<file path="config.mk">
export PLATFORM = sky130hd
export DESIGN_NAME = pcecd_cmd_rx
export DESIGN_NICKNAME = d
export VERILOG_FILES = /design/src/rtl/pcecd_pkg.sv /design/src/rtl/pcecd_cmd_len_decode.sv /design/src/rtl/pcecd_cmd_rx.sv
export SDC_FILE = /design/constraint.sdc
export NUM_CORES = 1
export LEC_CHECK = 0
export BUFFER_PORTS_ARGS = -buffer_cell sky130_fd_sc_hd__buf_2
export CORE_MARGIN = 5
export CORE_UTILIZATION = 35
export CTS_CLUSTER_DIAMETER = 40
export DETAILED_ROUTE_END_ITERATION = 16
export GPL_TIMING_DRIVEN = 0
export PLACE_DENSITY = 0.5
export SYNTH_ARGS = -nofsm -noshare
export SYNTH_HDL_FRONTEND = slang
export SYNTH_SLANG_ARGS = --single-unit
</file>
<file path="constraint.sdc">
create_clock -name i_clk -period 3.2 [get_ports i_clk]
set_clock_uncertainty 0.15 [all_clocks]
set_input_delay 0.8 -clock i_clk [delete_from_list [all_inputs] [get_ports i_clk]]
set_output_delay 0.8 -clock i_clk [all_outputs]
set_load 0.005 [all_outputs]
</file>
<file path="src/rtl/pcecd_pkg.sv">
`default_nettype none
// ============================================================================
// Module  : pcecd_pkg
// Purpose : Shared types and constants for the PC-Engine CD command receiver.
// Revision: 1.0
// ============================================================================
package pcecd_pkg;

  typedef enum logic [1:0] {
    ST_IDLE     = 2'd0,
    ST_REQ_WAIT = 2'd1,
    ST_ACK_WAIT = 2'd2,
    ST_DONE     = 2'd3
  } pcecd_state_e;

  // SCSI command group opcode ranges (inclusive)
  localparam logic [7:0] c_OP_G0_LO = 8'h00;
  localparam logic [7:0] c_OP_G0_HI = 8'h1F;
  localparam logic [7:0] c_OP_G1_LO = 8'h20;
  localparam logic [7:0] c_OP_G1_HI = 8'h5F;
  localparam logic [7:0] c_OP_G5_LO = 8'hA0;
  localparam logic [7:0] c_OP_G5_HI = 8'hBF;
  localparam logic [7:0] c_OP_VU_LO = 8'hD8;
  localparam logic [7:0] c_OP_VU_HI = 8'hDF;

  localparam logic [3:0] c_LEN_G0  = 4'd6;
  localparam logic [3:0] c_LEN_G1  = 4'd10;
  localparam logic [3:0] c_LEN_G5  = 4'd12;
  localparam logic [3:0] c_LEN_VU  = 4'd10;
  localparam logic [3:0] c_LEN_BAD = 4'd1;

  function automatic logic in_range(input logic [7:0] op,
                                    input logic [7:0] lo,
                                    input logic [7:0] hi);
    return (op >= lo) && (op <= hi);
  endfunction

endpackage
`default_nettype wire

</file>
<file path="src/rtl/pcecd_cmd_len_decode.sv">
`default_nettype none
// ============================================================================
// Module  : pcecd_cmd_len_decode
// Purpose : Maps a command opcode to its CDB length; flags unknown opcodes.
// Revision: 1.0
// ============================================================================
module pcecd_cmd_len_decode
  import pcecd_pkg::*;
(
  input  logic [7:0] i_opcode,
  output logic [3:0] o_length,
  output logic       o_bad
);

  always_comb begin
    o_length = c_LEN_BAD;
    o_bad    = 1'b1;
    if (in_range(i_opcode, c_OP_G0_LO, c_OP_G0_HI)) begin
      o_length = c_LEN_G0;
      o_bad    = 1'b0;
    end else if (in_range(i_opcode, c_OP_G1_LO, c_OP_G1_HI)) begin
      o_length = c_LEN_G1;
      o_bad    = 1'b0;
    end else if (in_range(i_opcode, c_OP_G5_LO, c_OP_G5_HI)) begin
      o_length = c_LEN_G5;
      o_bad    = 1'b0;
    end else if (in_range(i_opcode, c_OP_VU_LO, c_OP_VU_HI)) begin
      o_length = c_LEN_VU;
      o_bad    = 1'b0;
    end
  end

endmodule
`default_nettype wire

</file>
<file path="src/rtl/pcecd_cmd_rx.sv">
`default_nettype none
// ============================================================================
// Module  : pcecd_cmd_rx
// Purpose : Command-phase REQ/ACK receiver; buffers one CDB for a consumer.
// Revision: 1.0
// ============================================================================
module pcecd_cmd_rx
  import pcecd_pkg::*;
#(
  parameter int ACK_TIMEOUT_CYC = 65535,
  parameter int BUF_DEPTH       = 16
) (
  input  logic       i_clk,
  input  logic       i_rst_n,
  input  logic       i_start,
  input  logic       i_abort,
  input  logic [7:0] i_db,
  input  logic       i_ack,
  output logic       o_req,
  output logic       o_cmd_valid,
  input  logic       i_cmd_taken,
  output logic [7:0] o_cmd_opcode,
  output logic [3:0] o_cmd_len,
  input  logic [3:0] i_rd_addr,
  output logic [7:0] o_rd_data,
  output logic       o_bad_opcode,
  output logic       o_timeout,
  output logic       o_busy
);

  localparam int            TW         = $clog2(ACK_TIMEOUT_CYC + 1);
  // Firing on the last count makes the abort land exactly ACK_TIMEOUT_CYC
  // cycles after the state was entered.
  localparam logic [TW-1:0] c_TMO_LAST = TW'(ACK_TIMEOUT_CYC - 1);

  pcecd_state_e  r_state, w_state_nxt;
  logic [3:0]    r_pos, w_pos_nxt;
  logic [3:0]    r_exp_len, w_exp_len_nxt;
  logic [TW-1:0] r_tmo_cnt, w_tmo_cnt_nxt;
  logic [7:0]    r_opcode, w_opcode_nxt;
  logic          r_bad, w_bad_nxt;
  logic          w_timeout_nxt;
  logic          w_store;
  logic          w_tmo_hit;
  logic          r_req, r_valid, r_busy, r_timeout;
  logic [3:0]    w_dec_len;
  logic          w_dec_bad;
  logic [7:0]    w_rd_data;
  logic [7:0]    r_buf [BUF_DEPTH];

  pcecd_cmd_len_decode u_len_decode (
    .i_opcode (i_db),
    .o_length (w_dec_len),
    .o_bad    (w_dec_bad)
  );

  assign w_tmo_hit = (r_tmo_cnt == c_TMO_LAST);

  always_comb begin
    w_state_nxt   = r_state;
    w_pos_nxt     = r_pos;
    w_exp_len_nxt = r_exp_len;
    w_opcode_nxt  = r_opcode;
    w_bad_nxt     = r_bad;
    w_timeout_nxt = 1'b0;
    w_store       = 1'b0;
    if (i_abort) begin
      w_state_nxt = ST_IDLE;
      w_pos_nxt   = 4'd0;
    end else begin
      case (r_state)
        ST_IDLE: begin
          if (i_start) begin
            w_state_nxt = ST_REQ_WAIT;
            w_pos_nxt   = 4'd0;
            w_bad_nxt   = 1'b0;
          end
        end
        ST_REQ_WAIT: begin
          if (w_tmo_hit) begin
            w_state_nxt   = ST_IDLE;
            w_timeout_nxt = 1'b1;
          end else if (i_ack) begin
            w_store     = 1'b1;
            w_pos_nxt   = r_pos + 4'd1;
            w_state_nxt = ST_ACK_WAIT;
            if (r_pos == 4'd0) begin
              w_exp_len_nxt = w_dec_len;
              w_bad_nxt     = w_dec_bad;
              w_opcode_nxt  = i_db;
            end
          end
        end
        ST_ACK_WAIT: begin
          if (w_tmo_hit) begin
            w_state_nxt   = ST_IDLE;
            w_timeout_nxt = 1'b1;
          end else if (!i_ack) begin
            w_state_nxt = (r_pos == r_exp_len) ? ST_DONE : ST_REQ_WAIT;
          end
        end
        ST_DONE: begin
          if (i_cmd_taken) begin
            w_state_nxt = ST_IDLE;
          end
        end
        default: w_state_nxt = ST_IDLE;
      endcase
    end

    w_tmo_cnt_nxt = '0;
    if ((w_state_nxt == r_state) &&
        ((r_state == ST_REQ_WAIT) || (r_state == ST_ACK_WAIT))) begin
      w_tmo_cnt_nxt = r_tmo_cnt + TW'(1);
    end
  end

  always_ff @(posedge i_clk or negedge i_rst_n) begin
    if (!i_rst_n) begin
      r_state   <= ST_IDLE;
      r_pos     <= 4'd0;
      r_exp_len <= 4'd0;
      r_tmo_cnt <= '0;
      r_opcode  <= 8'd0;
      r_bad     <= 1'b0;
      r_req     <= 1'b0;
      r_valid   <= 1'b0;
      r_busy    <= 1'b0;
      r_timeout <= 1'b0;
    end else begin
      r_state   <= w_state_nxt;
      r_pos     <= w_pos_nxt;
      r_exp_len <= w_exp_len_nxt;
      r_tmo_cnt <= w_tmo_cnt_nxt;
      r_opcode  <= w_opcode_nxt;
      r_bad     <= w_bad_nxt;
      r_req     <= (w_state_nxt == ST_REQ_WAIT);
      r_valid   <= (w_state_nxt == ST_DONE);
      r_busy    <= (w_state_nxt != ST_IDLE);
      r_timeout <= w_timeout_nxt;
    end
  end

  // Buffer is deliberately not reset; contents are meaningless until written.
  always_ff @(posedge i_clk) begin
    if (w_store) begin
      for (int i = 0; i < BUF_DEPTH; i++) begin
        if (r_pos == 4'(i)) begin
          r_buf[i] <= i_db;
        end
      end
    end
  end

  always_comb begin
    w_rd_data = 8'd0;
    for (int i = 0; i < BUF_DEPTH; i++) begin
      if (i_rd_addr == 4'(i)) begin
        w_rd_data = r_buf[i];
      end
    end
  end

  assign o_req        = r_req;
  assign o_cmd_valid  = r_valid;
  assign o_busy       = r_busy;
  assign o_timeout    = r_timeout;
  assign o_bad_opcode = r_bad;
  assign o_cmd_opcode = r_opcode;
  assign o_cmd_len    = r_pos;
  assign o_rd_data    = w_rd_data;

endmodule
`default_nettype wire

</file>
==> metrics, run 1 <==
worst slew pin tran around 0.91 ns; Placed Cells incl. Taps slightly above 900; critical path's slowest cell a211oi_2; crit path DAT roughly 2.2 ns; worst hold path type register to register; Synth Net Count 625; Final min period roughly 3.2 ns; DPL Wire Length between 10000 and 15000 um; Final Power between 5 and 6 mW; Post-DRT Antenna Nets 0; via/cell ratio approximately 5.4; first-pass GRT wire length just under 30000 um; CTS tree yes; Slew Limit Headroom 39.07%; PwrDens between 500 and 600 nW/um^2; CP Cell Sequence buf_12 -> buf_12 -> buf_12 -> a21oi_4 -> o31ai_2 -> a21oi_1 -> o22ai_2 -> a211oi_2 -> buf_2; DRC violations left 0; Final Instance Count excl. Fillers 947; r2r setup slk about 0.27 ns; Layout Area Growth over Synthesis 21.79%; Pre-antenna DRT Iters 5; CP max FO 10; crit path from i_rd_addr[0]; leakage power approximately 3.4 nW; grt total ovfl 0; post-synthesis cell area 7511 sq um; post-synthesis register bit count roughly 170; R2R Path End r_buf[1][22]; initial DRC count around 340; largest net degree at the start of global routing 40; slowest stage delay, CP about 0.28 ns; CP Launch Type input pin; core area roughly 21000 sq um; CTS root buf clkbuf_16; max frequency between 300 and 400 MHz; total track usage around 16%; die height 156.5 um; Distinct cells, synth 54; asr flop ratio synth between 20% and 30%; num rows between 50 and 60; worst r2r src r_state[1]; Fillers slightly below 2k; # clock sinks approximately 170; CP endpoint kind primary output; Worst Path Required 2.25 ns; die area 24490 sq um; Crit Path Category input pin to primary output; layout cells sized above 1 a little under a quarter; worst hold path cell count 2; EDFF count, synth 128; worst slack, placed -0.8867 ns; Syn Area/Cell approximately 13 sq um; final hold vios 0; Clock Latency Late Sink approximately 0.43 ns; fin. max-slew vios 0; number of max-capacitance violations reported 0; Yosys warning count 0; I/O Pins 43; Top FF cell, synth edfxtp_1; routability cong. around 0.8; final net count between 600 and 700; hold worst-path end o_cmd_opcode[6]; HP Start o_cmd_opcode[6]; area of the multi-input gates around 2700 sq um; routed len/inst ~20 um; vias in the first global route ~5.1k; CTS Buf Count 17; Die W approximately 160 um; via count between 5k and 6k; cells after synthesis a little under 600; Area after DPL 8056 sq um; most used cell, CP buf_12; CTS HTree Levels 4; drt total wl 19010 um; Clock Pin Slew Worst Setup and Hold Paths 0.07 ns; Tcrit/Tclk final 99.51%; initial core utilization ~36%; reg2reg path depth 8; antenna cells 0; Final Setup Violations 0; Port-buffer cells 40; final core utilization 43.38%; Seq/Total Area, Yosys about 64%; Worst VDD drop roughly 380 uV; register area just under 5000 sq um; Max clock buf depth 2; final worst setup slack 0.01578 ns; initial antenna violation count 0; status complete, no violations; final instance area 9148 sq um
[Yosys cell counts (9+ instances only)]
master,n,area [sq um]
edfxtp_1,128,3844
nand2_1,66,247.7
nor2_1,43,161.4
dfrtp_1,39,975.9
o21ai_0,32,160.2
a21oi_1,25,125.1
mux2i_1,21,210.2
clkbuf_1,20,75.07
and2_1,14,87.58
inv_1,12,45.04
nand2b_1,12,75.07
nor3_1,12,60.06
nand3_1,11,55.05
ha_1,10,125.1
nor2_2,10,62.56
xnor2_1,10,87.58
xor2_1,10,87.58
a211oi_1,9,67.56
a22oi_1,9,67.56
[stage by stage]
step / hold slack (ns) / setup TNS [ns]
final: 0.3210 / 0
after global routing: 0.3619 / -0.4630
after CTS: 0.3269 / 0
after detailed placement: 0.3088 / -6.576
after global placement: 0.3073 / -6.260
after floorplan: 0.3196 / 0
[routing by layer]
layer	up-vias	global-route usage [%]	routed length, um
met4	0	5.331	284
met2	133	26.68	9520
met5	-	0	0
li1	2355	-	-
met1	2584	20.76	8359
met3	22	2.765	842
[how the worst max path moves through the flow]
stage                         endpoint  cells after the start
after floorplan           o_rd_data[2]                      8
after global placement    o_rd_data[5]                      8
after detailed placement  o_rd_data[6]                      8
after CTS                 o_rd_data[2]                      8
after global routing      r_buf[1][22]                      8
final                     o_rd_data[7]                      9
[registers in the layout, indices dropped and copies added (netlist names)]
register	flops
r_buf	128
o_timeout	1
r_state	2
o_bad_opcode	1
o_req	1
o_cmd_valid	1
o_cmd_opcode	8
o_cmd_len	4
o_busy	1
r_tmo_cnt	16
r_exp_len	4
[power breakdown]
group	leakage [nW]	internal, mW	switching [mW]	total (mW)
Sequential	1.67	2.41	0.0501	2.46
Combinational	1.39	0.227	0.321	0.548
Clock	0.303	1.32	0.892	2.22
[worst max-delay path, delay by kind of cell]
kind                   cells  cell delay, ns
AOI/OAI and AO/OA          5            0.82
buffers and inverters      4            0.61
[layout make-up]
| cell class | instances | share of cell area [%] |
|---|---|---|
| timing repair buffer | 45 | 3.009 |
| multi-input combinational | 385 | 29.28 |
| tap | 275 | 3.761 |
| clock inverter | 15 | 2.353 |
| buffer | 30 | 3.666 |
| clock buffer | 17 | 4.651 |
| sequential | 167 | 52.69 |
| inverter | 13 | 0.5882 |
[cells by family after synthesis]
logic type,after synthesis,share of synthesized area [%]
DFF,167,64.17
adders and majority gates,10,1.666
AOI/OAI and AO/OA,127,11.08
buffers and inverters,45,2.415
muxes,30,5.347
and+or+nand+nor,198,12.99
xor gates and xnor gates,20,2.332
[layout by cell type, fill, tap and decap left out, types with 5 or more instances in the layout]
cell type,Yosys,layout
xnor2_1,10,10
nor2_1,43,42
mux4_2,8,8
buf_8,0,5
dfrtp_1,39,39
edfxtp_1,128,128
xor2_1,10,10
buf_2,4,42
a211oi_1,9,6
nand2b_1,12,10
a31oi_1,8,8
a22o_1,5,5
buf_12,0,5
o21ai_1,0,5
buf_4,0,5
buf_6,1,5
nand3b_1,5,5
mux2i_1,21,19
a21oi_1,25,22
nor3_1,12,9
nor2_2,10,10
nand3_1,11,11
inv_1,12,11
ha_1,10,10
a21boi_0,5,5
nand2_1,66,65
clkbuf_1,20,6
and3_1,6,6
and2_1,14,12
o21ai_0,32,27
clkbuf_16,0,19
nor2b_1,5,5
inv_6,0,5
a22oi_2,0,5
[timing repair]
action	in CTS	in global routing
pin swaps	8	9
buffers inserted	1	2
resized for setup	74	48
endpoints found under the hold margin	0	0
cloned	1	1
endpoints found under the setup margin	8	123
hold buffers	0	0
Note: power is estimated with default switching activity, not from simulation.
==> run 2, diff against run 1 <==
SYNTH_HIERARCHICAL = 1   (was not set)
==> run 2 against run 1 <==
The run now ends with setup timing left; die area grew 0.42%; first-iteration DRC count grew 2.9%; total power shrank 2.7%; non-clock buffer count grew 5; area after synthesis grew 0.45%; fmax shrank 0.61%; critical path type unchanged; flip-flop and latch count is the same; combinational power grew 8.9%; cell area shrank 0.64%; hold slack gained 0.021 ns; utilization shrank 0.41 points; register-to-register slack gained 0.12 ns; largest cell class unchanged.
==> metrics, run 2 <==
die height 156.8 um (+0.21%); largest family of logic cells by synthesized area compound AO/OA/AOI/OAI gates; Clock Pin Slew Worst Setup and Hold Paths 0.07 ns (about the same); Port-buffer cells 41 (+2.5%); worst slew pin tran 0.8863 ns (-0.02771 ns); Distinct cells, synth 63 (+17%); Top FF cell, synth edfxtp_1; Die W 156.8 um (+0.21%); Worst Path Required 2.25 ns (about the same); via count 4906 (-3.7%); commonest non-fill, non-tap cell in the layout edfxtp_1; Clock Latency Late Sink 0.43 ns (about the same); RSZ-0062 raised after global routing yes; crit path DAT 2.25 ns (+0.02 ns); P_int 3.812 mW (-3.7%); Clk pwr share 39.6% (-2.8 points); CP max FO 5 (-5); Final min period 3.204 ns (+0.01938 ns); Fillers 1939 (-1.3%); xor and xnor fraction of the mapped netlist area 2.421% (+0.089 points); die area 24590 sq um (+0.42%); first-pass GRT wire length 29750 um (+2.0%); Final Power 5.079 mW (-2.7%); final worst setup slack -0.003605 ns (-0.01938 ns); routed len/inst 21.20 um (+5.6%); Max clock buf depth 2 (unchanged); worst hold path type input pin to async pin; complex-gate fraction of the synthesized area 10.46% (-0.61 points); drt total wl 19540 um (+2.8%); Seq/Total Area, Yosys 63.88% (-0.29 points); CP endpoint kind primary output; final core utilization 42.96% (-0.41 points); Worst VDD drop 354.1 uV (-6.2%); # clock sinks 167 (unchanged); initial core utilization 35.67% (+0.048 points); number of max-capacitance violations reported 0 (unchanged); fin. max-slew vios 0 (unchanged); Pre-antenna DRT Iters 4 (-1); Synth Net Count 594 (-5.0%); EDFF count, synth 128 (unchanged); R2R Path End r_buf[0][6]; CP Launch Type input pin; DPL Wire Length 12940 um (+2.0%); max FFs per register 128 (unchanged); DRC violations left 0 (unchanged); share of the synthesized area in the top cell type 50.95% (-0.23 points); r2r setup slk 0.39 ns (+0.12 ns); largest net degree at the start of global routing 40 (unchanged); Synth Area in Adders 1.658% (-0.0075 points); Slew Limit Headroom 40.91% (+1.8 points); grt total ovfl 0 (unchanged); initial DRC count 349 (+2.9%); num rows 53 (unchanged); Yosys warning count 6 (+6); vias in the first global route 4963 (-3.1%); Tcrit/Tclk final 100.1% (+0.61 points); failing checks setup timing; Comb pwr share 11.7% (+1.2 points); post-synthesis simple-gate area fraction 10.45% (-2.5 points); final hold vios 0 (unchanged); final instance area 9089 sq um (-0.64%); CTS tree yes; final net count 662 (-3.6%); sequential fraction of design power 48.6% (+1.5 points); routability cong. 0.9014 (+12%); PwrDens 558.8 nW/um^2 (-2.1%); I/O Pins 43 (unchanged); antenna cells 0 (unchanged); Worst Setup EP o_rd_data[4]; post-synthesis register bit count 167 (unchanged); leakage power 3.377 nW (+0.24%); status finished with violations; most instantiated cells after synthesis edfxtp_1 (128), nor2_1 (41), dfrtp_1 (39); hold slack 0.3423 ns (+0.02134 ns); Post-DRT Antenna Nets 0 (unchanged); register name with the most flops r_buf; initial antenna violation count 0 (unchanged); cells after synthesis 566 (-5.2%); Final Instance Count excl. Fillers 922 (-2.6%); max frequency 312.1 MHz (-0.61%); highest-count cells in the layout ignoring fill and taps edfxtp_1 (128), buf_2 (43), nor2_1 (40), dfrtp_1 (39), o21ai_0 (28); Syn Area/Cell 13.33 sq um (+6.0%); synth top area cells edfxtp_1 (51%), dfrtp_1 (13%), mux2i_1 (3.2%); CTS root buf clkbuf_16; CTS hold repair buffers 0 (unchanged); Layout Area Growth over Synthesis 20.46%; worst r2r src r_state[1]; core area 21150 sq um (+0.31%); mux cell area share after synthesis 8.109% (+2.8 points); post-synthesis cell area 7545 sq um (+0.45%); CTS Buf Count 17 (unchanged); via/cell ratio 5.321 (-1.1%); Placed Cells incl. Taps 882 (-3.3%); most common cell in the netlist edfxtp_1; cell taking the most area after synthesis edfxtp_1; total track usage 16.42% (+0.59 points); CTS HTree Levels 4 (unchanged); Final Setup Violations 1 (+1); layout cells sized above 1 25.97% (+3.3 points); Area after DPL 8094 sq um (+0.47%); crit path from i_rd_addr[2]; Sw Share 24.94% (+0.75 points); asr flop ratio synth 23.35% (unchanged); Crit Path Category input pin to primary output; Net Sw Power 1.266 mW (+0.28%); reg2reg path depth 8 (unchanged)
-- run 2: routing by layer --
layer / track usage, % / share of wire (%)
met1: 20.91 / 43
met2: 27.27 / 49
met3: 4.369 / 6.5
met4: 5.496 / 1.7
met5: 0 / 0
-- run 2: worst min-delay path by stage --
stage | startpoint | end | cells after the start
4_1_cts | r_tmo_cnt[0] | r_tmo_cnt[0] | 1
5_1_grt | r_tmo_cnt[0] | r_tmo_cnt[0] | 1
3_5_place_dp | r_tmo_cnt[0] | r_tmo_cnt[0] | 1
3_3_place_gp | r_tmo_cnt[0] | r_tmo_cnt[0] | 1
2_1_floorplan | r_tmo_cnt[0] | r_tmo_cnt[0] | 1
6_report | i_rst_n | o_timeout | 1
-- run 2: worst max-delay path, cell delays in order --
cell,delay [ns]
buf_8,0.08
buf_8,0.12
nand2_8,0.06
or2_4,0.22
mux4_2,0.48
mux2i_4,0.22
mux2i_4,0.12
buf_2,0.14
-- run 2: cell type report --
class / count / area (sq um) / area share (%)
plain buffers: 30 / 301.5 / 3.318
clock buffers: 20 / 456.7 / 5.025
clock inverters: 12 / 112.6 / 1.239
flip-flops and latches: 167 / 4820 / 53.03
repair buffers: 50 / 316.6 / 3.483
inverters: 19 / 72.57 / 0.7985
well taps: 275 / 344.1 / 3.786
multi-input cells: 349 / 2665 / 29.32
-- run 2: cell families (layout without fill, tap and decap cells) --
kind of cell,Yosys count,after routing
DFF,167,167
and+or+nand+nor,149,149
AOI/OAI and AO/OA,119,119
muxes,51,51
buffers and inverters,50,131
xor gates and xnor gates,20,20
adders and majority gates,10,10
-- run 2: power by group through the flow --
stage,clock network (mW),logic (mW),registers [mW]
4_1_cts,2.04,0.587,2.47
2_1_floorplan,0,0.308,2.51
3_3_place_gp,0,0.523,2.52
6_report,2.01,0.597,2.47
5_1_grt,2.14,0.648,2.48
3_5_place_dp,0,0.534,2.52
-- run 2: stage by stage --
stage | setup WS, ns | TNS, ns
2_1_floorplan | 0.2305 | 0
3_3_place_gp | -0.7207 | -4.714
3_5_place_dp | -0.7401 | -4.693
4_1_cts | -0.02886 | -0.08508
5_1_grt | -0.05638 | -0.07822
6_report | -0.003605 | -0.003605
-- run 2: what timing repair did --
item,4_1_cts,5_1_grt
setup endpoints to repair,8,8
cloned,2,0
pin swaps,7,7
buffers inserted,5,2
hold endpoints to repair,0,0
gates resized for setup,74,28
